--- src/rtl/rv32i_types.sv ---
// Shared types for the L2 eviction-write-buffer drain path.
package rv32i_types;

  typedef enum logic [1:0] {
    IDLE  = 2'd0,
    BURST = 2'd1,
    DONE  = 2'd2
  } drain_state_t;

  localparam int unsigned LINE_OFFSET_BITS = 5;
  localparam int unsigned BEATS_PER_LINE   = 4;

endpackage

--- src/rtl/ewb_drain_datapath.sv ---
// Holds the line being drained and its aligned address; selects the current beat.
module ewb_drain_datapath
  import rv32i_types::*;
#(
  parameter int unsigned WIDTH      = 256,
  parameter int unsigned BEAT_WIDTH = 64,
  parameter int unsigned ADDR_WIDTH = 32,
  parameter int unsigned BEATS      = WIDTH / BEAT_WIDTH,
  parameter int unsigned BEAT_W     = (BEATS > 1) ? $clog2(BEATS) : 1
) (
  input  logic                  clk,
  input  logic                  rst,
  input  logic                  i_load,
  input  logic [WIDTH-1:0]      i_data,
  input  logic [ADDR_WIDTH-1:0] i_addr,
  input  logic [BEAT_W-1:0]     i_beat,
  output logic [ADDR_WIDTH-1:0] o_addr,
  output logic [BEAT_WIDTH-1:0] o_beat_data
);

  localparam logic [ADDR_WIDTH-1:0] OFFSET_MASK =
    ADDR_WIDTH'((64'd1 << LINE_OFFSET_BITS) - 64'd1);

  logic [WIDTH-1:0]      r_line;
  logic [ADDR_WIDTH-1:0] r_addr;
  logic [BEAT_WIDTH-1:0] w_beats [BEATS];

  always_ff @(posedge clk) begin
    if (rst) begin
      r_line <= '0;
      r_addr <= '0;
    end else if (i_load) begin
      r_line <= i_data;
      r_addr <= i_addr & ~OFFSET_MASK;
    end
  end

  for (genvar g = 0; g < BEATS; g++) begin : g_beat
    assign w_beats[g] = r_line[g*BEAT_WIDTH +: BEAT_WIDTH];
  end

  assign o_addr      = r_addr;
  assign o_beat_data = w_beats[i_beat];

endmodule

--- src/rtl/ewb_drain.sv ---
// Pops the oldest EWB line and writes it to memory as a multi-beat burst,
// yielding to L2 miss fills unless the EWB is full or a flush is pending.
module ewb_drain
  import rv32i_types::*;
#(
  parameter int unsigned WIDTH      = 256,
  parameter int unsigned BEAT_WIDTH = 64,
  parameter int unsigned ADDR_WIDTH = 32
) (
  input  logic                  clk,
  input  logic                  rst,
  input  logic                  ewb_empty_i,
  input  logic                  ewb_full_i,
  input  logic [WIDTH-1:0]      ewb_data_i,
  input  logic [ADDR_WIDTH-1:0] ewb_addr_i,
  output logic                  ewb_yumi_o,
  input  logic                  read_req_i,
  output logic                  busy_o,
  input  logic                  flush_i,
  output logic                  flush_done_o,
  output logic [ADDR_WIDTH-1:0] pmem_address_o,
  output logic                  pmem_write_o,
  output logic [BEAT_WIDTH-1:0] pmem_burst_o,
  input  logic                  pmem_resp_i
);

  localparam int unsigned BEATS  = WIDTH / BEAT_WIDTH;
  localparam int unsigned BEAT_W = (BEATS > 1) ? $clog2(BEATS) : 1;

  drain_state_t          r_state;
  drain_state_t          w_state_next;
  logic [BEAT_W-1:0]     r_beat;
  logic                  r_flush_pending;
  logic                  w_start;
  logic                  w_last_resp;
  logic                  w_flush_done;
  logic [ADDR_WIDTH-1:0] w_addr;
  logic [BEAT_WIDTH-1:0] w_beat_data;

  assign w_start      = (r_state == IDLE) && !ewb_empty_i &&
                        (r_flush_pending || ewb_full_i || !read_req_i);
  assign w_last_resp  = (r_state == BURST) && pmem_resp_i &&
                        (r_beat == BEAT_W'(BEATS - 1));
  assign w_flush_done = r_flush_pending && (r_state == IDLE) && ewb_empty_i;

  ewb_drain_datapath #(
    .WIDTH      (WIDTH),
    .BEAT_WIDTH (BEAT_WIDTH),
    .ADDR_WIDTH (ADDR_WIDTH),
    .BEATS      (BEATS),
    .BEAT_W     (BEAT_W)
  ) u_datapath (
    .clk         (clk),
    .rst         (rst),
    .i_load      (w_start),
    .i_data      (ewb_data_i),
    .i_addr      (ewb_addr_i),
    .i_beat      (r_beat),
    .o_addr      (w_addr),
    .o_beat_data (w_beat_data)
  );

  always_ff @(posedge clk) begin
    if (rst) r_state <= IDLE;
    else     r_state <= w_state_next;
  end

  // A flush arriving while one is already pending is absorbed by the clear.
  always_ff @(posedge clk) begin
    if (rst) begin
      r_beat          <= '0;
      r_flush_pending <= 1'b0;
    end else begin
      if (w_start)                              r_beat <= '0;
      else if (r_state == BURST && pmem_resp_i) r_beat <= r_beat + 1'b1;

      if (w_flush_done) r_flush_pending <= 1'b0;
      else if (flush_i) r_flush_pending <= 1'b1;
    end
  end

  always_comb begin
    w_state_next = r_state;
    case (r_state)
      IDLE:    if (w_start) w_state_next = BURST;
      BURST:   if (w_last_resp) w_state_next = DONE;
      DONE:    w_state_next = IDLE;
      default: w_state_next = IDLE;
    endcase
  end

  always_comb begin
    ewb_yumi_o     = 1'b0;
    pmem_write_o   = 1'b0;
    pmem_address_o = '0;
    pmem_burst_o   = '0;
    busy_o         = (r_state != IDLE);
    flush_done_o   = w_flush_done;
    case (r_state)
      BURST: begin
        pmem_write_o   = 1'b1;
        pmem_address_o = w_addr;
        pmem_burst_o   = w_beat_data;
      end
      DONE:    ewb_yumi_o = 1'b1;
      default: ;
    endcase
  end

endmodule

--- config.mk ---
export PLATFORM = sky130hd
export DESIGN_NAME = ewb_drain
export DESIGN_NICKNAME = d
export VERILOG_FILES = /design/src/rtl/rv32i_types.sv /design/src/rtl/ewb_drain_datapath.sv /design/src/rtl/ewb_drain.sv
export SDC_FILE = /design/constraint.sdc
export NUM_CORES = 1
export LEC_CHECK = 0
export ABC_AREA = 1
export BUFFER_PORTS_ARGS = -buffer_cell sky130_fd_sc_hd__clkbuf_2
export CAP_MARGIN = 20
export CORE_MARGIN = 10
export CORE_UTILIZATION = 35
export CTS_CLUSTER_DIAMETER = 60
export DETAILED_ROUTE_END_ITERATION = 16
export PLACE_DENSITY_LB_ADDON = 0.12
export SLEW_MARGIN = 25
export SYNTH_ARGS = -nofsm -noshare
export SYNTH_HDL_FRONTEND = slang
export SYNTH_SLANG_ARGS = --single-unit
--- constraint.sdc ---
create_clock -name clk -period 2.65 [get_ports clk]
set_input_delay 0.265 -clock clk [delete_from_list [all_inputs] [get_ports clk]]
set_output_delay 0.265 -clock clk [all_outputs]
set_load 0.1 [all_outputs]
# --- Word level (Yosys, flattened, before mapping) ---
# Index checks and enable logic that the tools add are counted.
op_classes:
  addsub: 1
  n_lt_le_gt_ge: 1
  eq_ne: 5
  n_mux: 10
  n_bitwise: 1
  n_reduce_logical: 15
op_table:
  columns: ["operator", "n"]
  rows:
  - ["2-to-1 mux 64 bit", 3]
  - ["binary-select mux 64 bit (select 2 bit)", 1]
  - ["2-to-1 mux 32 bit", 1]
  - ["logical AND 1 bit", 6]
  - ["equality test 2 bit (second input constant)", 2]
  - ["2-to-1 mux 2 bit", 2]
  - ["case mux 2 bit (2 select lines)", 1]
  - ["OR reduction 2 bit", 2]
  - ["greater-or-equal comparator 3 bit (second input constant)", 1]
  - ["inverter 2 -> 3 bit", 1]
  - ["adder 2 x 1 -> 2 bit (second input constant)", 1]
  - ["equality test 2 x 1 -> 1 bit (second input constant)", 1]
  - ["zero test 1 bit", 2]
  - ["zero test 2 bit", 1]
  - ["logical OR 1 bit", 2]
  - ["2-to-1 mux 1 bit", 2]
  - ["!= test 2 x 1 -> 1 bit (second input constant)", 1]
  - ["!= test 2 bit (second input constant)", 1]
  - ["AND reduction 2 bit", 1]
  - ["nonzero test 2 bit", 1]
totals:
  ff_bits: 288
  inputBits: 295
  output_inout_bits: 100
  elab_cells: 38

# --- Longest topological paths before layout ---
logic_depth:
  word_depth: 5
  ltp_mapped: 8
  depth_no_buf: 6

# --- By module ---
# From an unflattened synthesis, not the netlist that was laid out.
unflattened:
  cells_unflattened: 2220
  area_unflattened_um2: 14291.2
by_module_without_submodules:
  columns: ["mod", "n_inst", "cells_per_inst", "area_per_inst_um2", "seq_area_each_um2"]
  rows:
  - ["ewb_drain_datapath", 1, 1980, 13015.0, 5665.4]
  - ["ewb_drain", 1, 240, 1276.2, 100.1]

# --- Least setup slack after synthesis ---
# Ideal clock, no wire load.
synth_path:
  kind: "register -> output"
  start: "reg r_state[0]"
  end: "out pmem_burst_o[0]"
  arrival_ps: 3201
  required_time_ps: 2385
  path_slack_ps: -816
  stages_incl_launch_ff: 7
  path_buffers: 2
  path_cell_list: "dfxtp_1 -> inv_2 -> nor2_2 -> inv_1 -> buf_2 -> buf_2 -> a21oi_1"
synth_between:
  elab_chain_cells: 2
synth_rtl:
  columns: ["item", "line_no", "source"]
  rows:
  - ["start, declared", "ewb_drain.sv:30", "drain_state_t r_state;"]
  - ["start signal, assigned", "ewb_drain.sv:65", "else r_state <= w_state_next;"]
  - ["equality test 2 x 1 -> 1 bit", "ewb_drain.sv:99", "case (r_state)"]
  - ["2-to-1 mux 64 bit", "ewb_drain.sv:99", null]
  - ["end, declared", "ewb_drain.sv:23", "output logic [BEAT_WIDTH-1:0] pmem_burst_o,"]
# No other way between the ends.

# --- Worst setup path in the final report ---
layout_path:
  start: "reg r_beat[0]"
  end: "out pmem_burst_o[49]"
layout_between:
  elab_chain_cells: 5
layout_rtl:
  columns: ["item", "line_no", "source"]
  rows:
  - ["start, declared", "ewb_drain.sv:32", "logic [BEAT_W-1:0] r_beat;"]
  - ["start signal, assigned", "ewb_drain.sv:75", "else if (r_state == BURST && pmem_resp_i) r_beat <= r_beat + 1'b1;"]
  - ["inverter 2 -> 3 bit (implied by the code)", "ewb_drain_datapath.sv:43", "assign o_beat_data = w_beats[i_beat];"]
  - ["binary-select mux 64 bit (select 2 bit)", "ewb_drain_datapath.sv:43", null]
  - ["2-to-1 mux 64 bit (implied by the code) (2 in a row)", "ewb_drain_datapath.sv:43", null]
  - ["2-to-1 mux 64 bit", "ewb_drain.sv:99", null]
# No other way between the ends. The select of a mux whose other input is x is not followed.

==> key figures <==
Route
  • Wirelength per Cell: 17.2 um
  • Via count: 15,800
  • DRC Markers: 0
  • Vias per cell: around 5
  • Pre-Repair DR Iteration Count: 5
  • Post-route ant nets: 0
  • Iter 0 DRT Violations: 1,204
  • Total wire length: 53,900 um

Global routing
  • First-pass GRT wire length: roughly 85,000 um
  • Aggregate global routing overflow: 0
  • Largest net degree at the start of global routing: 131
  • Gr usage total: 21.4%
  • Initial antenna violation count: 0
  • Vias in the first global route: 15,200

Worst setup path
  • CP Capture Type: primary output
  • Worst EP required: 2.38 ns
  • Crit Reg-Reg Endpoint: r_state[1]
  • Cell family with most CP delay: buffers and inverters
  • Crit-path slowest cell: buf_12
  • Flop2flop setup slack: 0.67 ns
  • CP max stage delay: ~0.50 ns
  • Worst r2r path cells: 5
  • CP cell instances: buf_12 > nand2_1 > nand2_1 > nand2_1 > a21oi_2 > buf_12
  • Worst Path Class, Setup: flip-flop to primary output
  • CP arrival: 2.28 ns
  • CP max FO: 130
  • Reg2reg start: r_beat[1]
  • CP Buf/Inv Count: 2
  • Crit path top cell by count: nand2_1
  • Critical path launch point type: flip-flop

CTS
  • Clock transition at path regs: 0.06 ns
  • Root buffer cell: clkbuf_16
  • CTS buffer count: 35
  • Clock Sinks: ~290
  • CTS tree: yes
  • H-tree depth: 2
  • Worst-skew pair later-pin latency: ~0.54 ns
  • Post-CTS Setup Inserts: 0
  • Longest Clk Path Bufs: 3

Place
  • Gpl congestion: 0.788
  • DP HPWL: between 30,000 and 40,000 um
  • Buffers on Ports: around 380

STA
  • Rel. slew slack: 53.4%
  • Tcrit/Tclk final: between 90% and 100%
  • RSZ-0062 raised after global routing: no
  • Clock Skew: 0.0210 ns
  • Hold WS: roughly 0.018 ns
  • Fin crit period: around 2.5 ns
  • Setup_tns: 0 ns
  • Final hold vios: 0
  • Fmax: 394 MHz
  • Final Setup Violations: 0
  • Pins Over Slew Limit: 0
  • Worst-Margin Slew: 0.699 ns

Finish
  • Most frequent cells in the layout: nand2_1, nand3_1, clkbuf_2
  • Filler instances: 3,843
  • Layout cells sized above 1: 22.1%
  • Antenna cells: 0
  • Commonest non-fill, non-tap cell in the layout: nand2_1
  • Area delta synth->final: 51.6%
  • Layout Nets: 2,879

Logic synthesis
  • Post-synthesis sequential area ratio: 41.3%
  • Warnings from Yosys: 0
  • Post-Syn Area: around 0.014 mm^2
  • Cell taking the most area after synthesis: dfxtp_1
  • Synthesized area per cell: 6.72 um^2
  • Mapped Cells: 2,076
  • #FFs+latches synth: 288
  • Largest cells by area after synthesis: dfxtp_1, nand2_1, nand4_1
  • Synth top area share: 41.3%
  • Yosys cell types: 21

Die
  • Die W: about 220 um
  • DIE AREA: 0.0483 mm^2
  • Rows: 73
  • CORE AREA: roughly 0.040 mm^2
  • I/O Pins: 395
  • Initial Util: 35.3%
  • Die H: 220 um

Min path
  • Min-delay src: ewb_data_i[194]
  • WHS Endpoint: u_datapath.r_line[194]
  • Hold Crit Class: input port to flip-flop
  • Hold path depth: 3

Run status
  • Status: finished clean

Power and ir drop
  • Power per cell area: 587 mW/mm^2
  • VDD IR max: around 0.00036 V
  • Pleak: 9.97 nW

Run
  • Max cap viols: 0
## logic make-up after synthesis
family                   share of synthesized area (%)
AND/OR/NAND/NOR                                   44.6
buffers and inverters                             11.6
flip-flops                                        41.3
AO/OA/AOI/OAI                                     2.37
adder cells (fa/ha/maj)                         0.0896
other                                           0.0269
## routing by layer
| metal | vias to the layer above | GRT usage (%) | wire, um |
|---|---|---|---|
| li1 | 7895 | - | - |
| met1 | 7428 | 28.4 | 24200 |
| met2 | 430 | 34.7 | 25400 |
| met3 | 54 | 5.09 | 3480 |
| met4 | 0 | 4.47 | 845 |
| met5 | - | 0 | 0 |
## final cells by class
type	instances	area [um^2]	area share [%]
tap	525	657	3.11
multi-input combinational	1419	6920	32.7
clock buffer	46	1000	4.73
inverter	162	623	2.95
sequential	288	5770	27.3
clock inverter	10	200	0.946
timing repair buffer	677	5980	28.3
## where the power goes
part | internal (mW) | leakage, nW | switching (mW)
Clock | 3.21 | 0.591 | 1.89
Sequential | 4.63 | 2.36 | 0.150
Combinational | 0.941 | 7.01 | 1.58
## how the worst max path moves through the flow
stage / from / end / slack [ns] / cells past startpoint
after global placement: r_beat[0] / pmem_burst_o[20] / 0.60 / 7
after floorplan: r_state[0] / pmem_burst_o[0] / 0.12 / 6
after CTS: r_beat[0] / pmem_burst_o[26] / 0.005 / 7
after global routing: r_beat[0] / pmem_burst_o[63] / 0.009 / 6
final: r_beat[0] / pmem_burst_o[49] / 0.11 / 6
after detailed placement: r_beat[0] / pmem_burst_o[26] / 0.59 / 7
## worst reg2reg max path: stages, from the launching register on
cell	delay, ns
dfxtp_2	0.33
buf_6	0.56
ha_1	0.27
nand2_1	0.07
nor3_1	0.15
dlygate4sd3_1	0.56
## Yosys cell counts (all sizes together)
library cell and number:
buf 158, dfxtp 288, nand3 349, clkbuf 53, a21oi 65, o21ai 1, ha 1, nor3 1
nand2 678, conb 1, nand4 284, nor2 35, inv 162
## through the flow
step | cells | area (um^2) | power, mW | setup WS (ns) | utilization, %
floorplan | 2080 | 14300 | 6.32 | 0.119 | -
CTS | 3127 | 21100 | 12.5 | 0.00502 | 53.5
global placement | 2815 | 17400 | 7.05 | 0.601 | 44.0
finish | 3127 | 21200 | 12.4 | 0.109 | 53.5
detailed placement | 2815 | 17400 | 7.08 | 0.594 | 44.0
global route | 3127 | 21200 | 12.9 | 0.00924 | 53.5
## sequential cells by signal (all words and copies together) (netlist names)
signal,flops
r_beat,2
r_flush_pending,1
r_state,2
u_datapath.o_addr,27
u_datapath.r_line,256
## timing repair
item | in CTS | in global routing
hold endpoints to repair | 256 | 0
gates resized for setup | 0 | 2
hold buffers | 256 | 0
setup endpoints to repair | 0 | 26
Note: power is estimated with default switching activity, not from simulation.
